===== src/rtl/spike_gen_l1.sv =====
// spike_gen_l1: layer-1 output stage. Sums synapse products into a registered
// membrane potential, fires a fixed-width event pulse on a threshold crossing,
// then holds off for a refractory window.
// Optional feature: define SPIKE_THR_ADAPT_EN to raise the threshold by
// i_thr_step (saturating) on every spike.
module spike_gen_l1 #(
    parameter int unsigned p_width        = 9,
    parameter int unsigned p_weight_width = 9,
    parameter int unsigned p_n_syn        = 4,
    parameter int unsigned p_pulse_len    = 4,
    parameter int unsigned p_refractory   = 16,
    parameter int unsigned p_thr_width    = 20,
    parameter int unsigned p_thr_init     = 1000
) (
    input  logic                                      i_clk,
    input  logic                                      i_rst,
    input  logic [p_n_syn*(p_width+p_weight_width)-1:0] i_cell_out,
    input  logic                                      i_inhibit,
    input  logic                                      i_thr_load,
    input  logic [p_thr_width-1:0]                    i_thr_value,
    input  logic [7:0]                                i_thr_step,
    output logic                                      o_event,
    output logic [p_thr_width-1:0]                    o_potential,
    output logic [p_thr_width-1:0]                    o_threshold,
    output logic                                      o_busy,
    output logic [7:0]                                o_fire_cnt
);

    localparam int unsigned PROD_W     = p_width + p_weight_width;
    localparam int unsigned CNT_MAX    = (p_pulse_len > p_refractory) ? p_pulse_len : p_refractory;
    localparam int unsigned CNT_W      = $clog2(CNT_MAX + 1);
    localparam int unsigned PULSE_LOAD = p_pulse_len - 1;
    localparam int unsigned REFR_LOAD  = (p_refractory > 0) ? p_refractory - 1 : 0;
    localparam int unsigned THR_W1     = p_thr_width + 1;

    typedef enum logic [1:0] {
        IDLE    = 2'd0,
        FIRE    = 2'd1,
        REFRACT = 2'd2
    } state_t;

    state_t                 state;
    logic [CNT_W-1:0]       cnt;
    logic [p_thr_width-1:0] sum_c;
    logic                   fire_c;

    // Unsigned sum of all synapse slices; width is sized so it cannot overflow.
    always_comb begin
        sum_c = '0;
        for (int i = 0; i < int'(p_n_syn); i++) begin
            sum_c = sum_c + p_thr_width'(i_cell_out[i*PROD_W +: PROD_W]);
        end
    end

    // Firing decision: only from IDLE, threshold 0 disables, inhibit blocks.
    assign fire_c = (state == IDLE) && (o_potential >= o_threshold) &&
                    (o_threshold != '0) && !i_inhibit;

`ifdef SPIKE_THR_ADAPT_EN
    logic [THR_W1-1:0]      thr_sum_c;
    logic [p_thr_width-1:0] thr_adapt_c;

    // Saturating threshold increment applied on each spike.
    always_comb begin
        thr_sum_c   = {1'b0, o_threshold} + THR_W1'(i_thr_step);
        thr_adapt_c = thr_sum_c[p_thr_width] ? '1 : thr_sum_c[p_thr_width-1:0];
    end
`else
    logic unused_thr_step;
    assign unused_thr_step = ^i_thr_step;
`endif

    // Potential pipeline register and threshold register (explicit load wins).
    always_ff @(posedge i_clk) begin
        if (i_rst) begin
            o_potential <= '0;
            o_threshold <= p_thr_width'(p_thr_init);
        end else begin
            o_potential <= sum_c;
            if (i_thr_load) begin
                o_threshold <= i_thr_value;
            end
`ifdef SPIKE_THR_ADAPT_EN
            else if (fire_c) begin
                o_threshold <= thr_adapt_c;
            end
`endif
        end
    end

    // Spike FSM: IDLE -> FIRE (pulse) -> REFRACT (hold-off) -> IDLE.
    always_ff @(posedge i_clk) begin
        if (i_rst) begin
            state      <= IDLE;
            cnt        <= '0;
            o_event    <= 1'b0;
            o_busy     <= 1'b0;
            o_fire_cnt <= 8'd0;
        end else begin
            case (state)
                IDLE: begin
                    if (fire_c) begin
                        state      <= FIRE;
                        cnt        <= CNT_W'(PULSE_LOAD);
                        o_event    <= 1'b1;
                        o_busy     <= 1'b1;
                        o_fire_cnt <= o_fire_cnt + 8'd1;
                    end
                end
                FIRE: begin
                    if (cnt == '0) begin
                        o_event <= 1'b0;
                        if (p_refractory > 0) begin
                            state <= REFRACT;
                            cnt   <= CNT_W'(REFR_LOAD);
                        end else begin
                            state  <= IDLE;
                            o_busy <= 1'b0;
                        end
                    end else begin
                        cnt <= cnt - CNT_W'(1);
                    end
                end
                REFRACT: begin
                    if (cnt == '0) begin
                        state  <= IDLE;
                        o_busy <= 1'b0;
                    end else begin
                        cnt <= cnt - CNT_W'(1);
                    end
                end
                default: begin
                    state   <= IDLE;
                    cnt     <= '0;
                    o_event <= 1'b0;
                    o_busy  <= 1'b0;
                end
            endcase
        end
    end

endmodule


===== config.mk =====
export PLATFORM = sky130hd
export DESIGN_NAME = spike_gen_l1
export DESIGN_NICKNAME = d
export VERILOG_FILES = /design/src/rtl/spike_gen_l1.sv
export SDC_FILE = /design/constraint.sdc
export NUM_CORES = 1
export LEC_CHECK = 0
export CORE_ASPECT_RATIO = 1.2
export CORE_MARGIN = 2
export CORE_UTILIZATION = 40
export DETAILED_ROUTE_END_ITERATION = 8
export PLACE_DENSITY = 0.75
export RECOVER_POWER = 25
export SLEW_MARGIN = 40
export SYNTH_ARGS = -nofsm -noshare
export SYNTH_HDL_FRONTEND = slang
export SYNTH_SLANG_ARGS = --single-unit
export TNS_END_PERCENT = 10

===== constraint.sdc =====
create_clock -name i_clk -period 4.05 [get_ports i_clk]
set_input_delay 1.215 -clock i_clk [delete_from_list [all_inputs] [get_ports i_clk]]
set_output_delay 1.215 -clock i_clk [all_outputs]
set_load 0.005 [all_outputs]

After elaboration in Yosys (flattened, before gate mapping)
Index checks and enable logic that the tools add are counted.

Equal/unequal tests: 6. Add/sub/neg operators: 5. Multiplexer cells: 12. Reduce and logical (&&, ||, !) cells: 12. Order comparisons: 1. Bitwise gates (word level): 2.

Operator list (count): $add 19x18->20 (1); $add 20x18->20 (1); $ge 20x20->1 (1); $reduce_bool 20->1 (1); $add 18x18->19 (1); $mux 5 (3); $pmux 5 s3 (1); $reduce_and 3->1 (3); $add 8x1->8 const B (1); $ne 2x2->1 const B (4); $mux 2 (3); $pmux 1 s3 (2); $pmux 2 s3 (1); $logic_not 5->1 (1); $sub 5x1->5 const B (1); $reduce_and 2->1 (2); $logic_and 1x1->1 (3); $eq 2x1->1 const B (1); $eq 2x2->1 const B (1); $logic_not 2->1 (1); $mux 1 (2); $not 1->1 (2); $logic_not 1->1 (1).

Output and inout bits: 50. Bits in registers: 57. Logic and storage cells: 45. Input bits: 104.

Longest topological paths before layout
Depth in word-level cells: 6. Gate-level depth with buffers: 14. Mapped depth without buffers: 14.

Least setup slack after synthesis
No wires, ideal clock.

Path kind: in2reg. Start point: in i_cell_out[1]. End point: reg o_potential[17]. Path slack: -0.189 ns. Buffers on the path: 0. Required time: 3.929 ns. Cell stages on the path: 14. Library setup time: 0.121 ns. Arrival time: 4.118 ns. Path through: inv_1 fa_1 inv_1 fa_1 ha_1 inv_1 fa_1 nor2b_1 o2111ai_1 nand3_1 nand2_1 o21a_1 o21ai_0 mux2_2.

Word-level cells in the longest chain between the ends: 3.

Ends and longest elaborated chain: start, declared (RTL line 17) `input logic [p_n_syn*(p_width+p_weight_width)-1:0] i_cell_out,`; $add 18x18->19 (RTL line 51) `sum_c = sum_c + p_thr_width'(i_cell_out[i*PROD_W +: PROD_W]);`; $add 19x18->20 (RTL line 51); $add 20x18->20 (RTL line 51); end signal, assigned (RTL line 79) `o_potential <= sum_c;`; end, declared (RTL line 23) `output logic [p_thr_width-1:0] o_potential,`.

Every way passes these cells. A chain may end at the register's enable or synchronous reset.

Worst setup path in the final report
Start point: in i_cell_out[46]. End point: reg o_potential[17].

Word-level cells in the longest chain between the ends: 2.

Ends and longest elaborated chain (RTL line): $add 19x18->20 (51); $add 20x18->20 (51).

Every way passes these cells.

==> flow_metrics.tcl <==
set metrics [dict create \
    p_per_area_nw_per_um2 499.8 \
    maxSlewHeadroom_pct 62.38 \
    die_height_um 119.2 \
    maxCapViolations 0 \
    syn_inst 518 \
    finClkSkew_ps 5.057 \
    multi_input_area_sq_um 2963 \
    final_max_slew_viol_count 0 \
    hold_path.class "reg -> reg" \
    cp.arrival_ps 4250 \
    cts_tree "yes" \
    worst_pin_slew_ps 563.2 \
    register_area_sq_um 1141 \
    diodes 0 \
    synth_common_cells "inv_1, dfxtp_1, nor2_1" \
    critical_path.startpoint_type "input pin" \
    finalSetupViolCount 0 \
    area_growth_pct 52.28 \
    fmax_mhz 247.4 \
    wirelength_um 11050 \
    synth_top_area_share_pct 25.81 \
    yosysSeqAreaShare_pct 25.81 \
    hpwlAfterDp_um 9151 \
    grtUsageTotal_pct 19.66 \
    ys_warn_count 0 \
    dpl.cell_count 814 \
    async_reset_ff_share_pct 0 \
    path_class "in -> reg" \
    synth_edf_count 0 \
    postSynthAreaPerCell_sq_um 8.534 \
    drive_above_1_share_pct 14.75 \
    required_ps 4260 \
    coreArea_sq_um 10880 \
    final.fill_count 922 \
    start_util_pct 40.64 \
    wl_per_cell_um 13.21 \
    dr_total_vias 4041 \
    grt_use_met1_pct 19.99 \
    synth_nets 699 \
    synth_cell_type_count 55 \
    nets 881 \
    cts.sinks 57 \
    place.gp.congestion 0.8239 \
    overflow 0 \
    clk_pin_slew_worst_paths_ps 50 \
    drcViolationCount 0 \
    port_buffers 145 \
    grt_pass1_wl_um 18770 \
    grt_util_met3_pct 4.460 \
    io-pin-count 154 \
    htreeDepth 3 \
    num_rows 42 \
    critPathCaptureType "flop" \
    yosysMostFrequentCell "inv_1" \
    use_met2_pct 37.84 \
    avgViaCountPerCell 4.828 \
    insertion_delay_ps 320 \
    cts_buffers 9 \
    antenna_found_initial 0 \
    vdd.ir_drop.worst_uv 220.5 \
    antenna_left 0 \
    fin_util_pct 61.88 \
    drt_iter0_markers 93 \
    hold_viol 0 \
    syn_area_sq_um 4420 \
    synth-main-ff-cell "dfxtp_1" \
    die-area_sq_um 11910 \
    cts_root_buf "clkbuf_16" \
    fin_crit_ps 4042 \
    synth.largest_area_cell "dfxtp_1" \
    timing.setup.tns_ps 0 \
    p_leak_nw 3.161 \
    grt_setup_unrepaired "yes" \
    clockBufferDepth 2 \
    synth.area.top_cells "dfxtp_1, fa_1, ha_1" \
    outcome "complete, no violations" \
    die_w_um 99.97 \
    grt_busiest_layer "met2" \
    hold_buffers 0 \
    period_share_pct 99.80 \
    dr.pass1.iters 4 \
    grt_max_degree 31 \
    ys_ff_latch 57 \
    grt_pass1_vias 4289 \
    fin_hold_ws_ps 468.4 \
    p_total_mw 3.364 \
    critPathMaxFanout 4 \
    fin_cells 837 \
]
-- state kept, by name, summed over array words and instances (netlist names) --
signal / cells
o_event: 1
o_fire_cnt: 8
o_threshold: 20
o_busy: 1
o_potential: 20
state: 2
cnt: 5
-- layer usage --
layer | vias to the layer above | wire length, um
li1 | 2029 | -
met1 | 1879 | 4002
met2 | 110 | 6099
met3 | 23 | 577
met4 | 0 | 373
met5 | - | 0
-- kinds of logic (layout without fill, tap and decap cells) --
kind of cell | Yosys count | after routing | synth area share [%]
DFF | 57 | 57 | 25.81
and+or+nand+nor | 128 | 128 | 14.21
adders and majority gates | 77 | 77 | 27.91
muxes | 16 | 16 | 3.651
AOI/OAI and AO/OA | 84 | 84 | 12.51
buffers and inverters | 136 | 323 | 11.94
xor gates and xnor gates | 20 | 20 | 3.963
-- power by group --
group	leakage [nW]	switching [mW]	internal [mW]
clock network	0.139	0.241	0.443
registers	0.471	0.118	0.698
logic	2.55	0.872	0.993
-- cell usage in the layout (no fill, tap or decap), types with 5 or more instances in the layout --
| cell | Yosys | routed |
|---|---|---|
| inv_1 | 123 | 117 |
| nand4_1 | 5 | 5 |
| nor2b_1 | 8 | 7 |
| ha_4 | 0 | 5 |
| dlygate4sd2_1 | 0 | 6 |
| nor3_1 | 8 | 7 |
| nor4_1 | 7 | 7 |
| fa_1 | 36 | 34 |
| inv_2 | 0 | 6 |
| o21ai_1 | 2 | 6 |
| mux2i_1 | 15 | 15 |
| a21o_1 | 5 | 5 |
| nand2b_1 | 5 | 5 |
| dfxtp_1 | 57 | 57 |
| a21oi_1 | 30 | 25 |
| xor2_1 | 14 | 14 |
| clkbuf_16 | 0 | 9 |
| nand2_1 | 35 | 32 |
| o21ai_0 | 16 | 10 |
| ha_1 | 41 | 33 |
| xnor2_1 | 6 | 6 |
| buf_4 | 0 | 36 |
| o211ai_1 | 6 | 6 |
| nor2_1 | 43 | 42 |
| clkdlybuf4s50_1 | 0 | 133 |
-- area by class of cell --
type	instances	area share (%)
clock inverters	3	0.2230
repair buffers	183	25.58
clock buffers	13	3.866
well taps	132	2.454
inverters	124	6.914
flip-flops and latches	57	16.95
multi-input cells	325	44.01
-- through the flow --
stage / worst slack (ps) / cell area [sq um]
2_1_floorplan: -48.92 / 4442
3_3_place_gp: -672.9 / 6223
3_5_place_dp: -678.6 / 6223
4_1_cts: 3.376 / 6643
5_1_grt: -81.56 / 6731
6_report: 7.993 / 6731
-- worst max-delay path, cell delays in order --
cell and delay (ps):
clkdlybuf4s50_1 450, inv_1 50, fa_1 510, fa_1 520, inv_1 70, ha_4 280, buf_4 140, nand2_1 70
nor2_2 130, nand3_1 100, o21a_1 220, o21ai_2 180, mux2_4 310
-- path summary, 6_finish.rpt --
| check | startpoint | end | slack [ps] | depth (start not counted) |
|---|---|---|---|---|
| setup reg to reg | o_threshold[19]$_SDFFE_PP0P_ | o_fire_cnt[7]$_SDFFE_PP0P_ | 1460 | 9 |
| hold / removal | o_event$_SDFFE_PP0P_ | o_event$_SDFFE_PP0P_ | 470 | 2 |
| setup / recovery | i_cell_out[46] | o_potential[17]$_SDFF_PP0_ | 8 | 13 |
| hold reg to reg | o_event$_SDFFE_PP0P_ | o_event$_SDFFE_PP0P_ | 470 | 2 |
-- what timing repair did --
action,CTS,global route
hold endpoints to repair,0,0
pin swaps,23,29
resized for setup,29,32
endpoints found under the setup margin,11,9
buffers inserted,5,3
(Power assumes the default switching activity.)
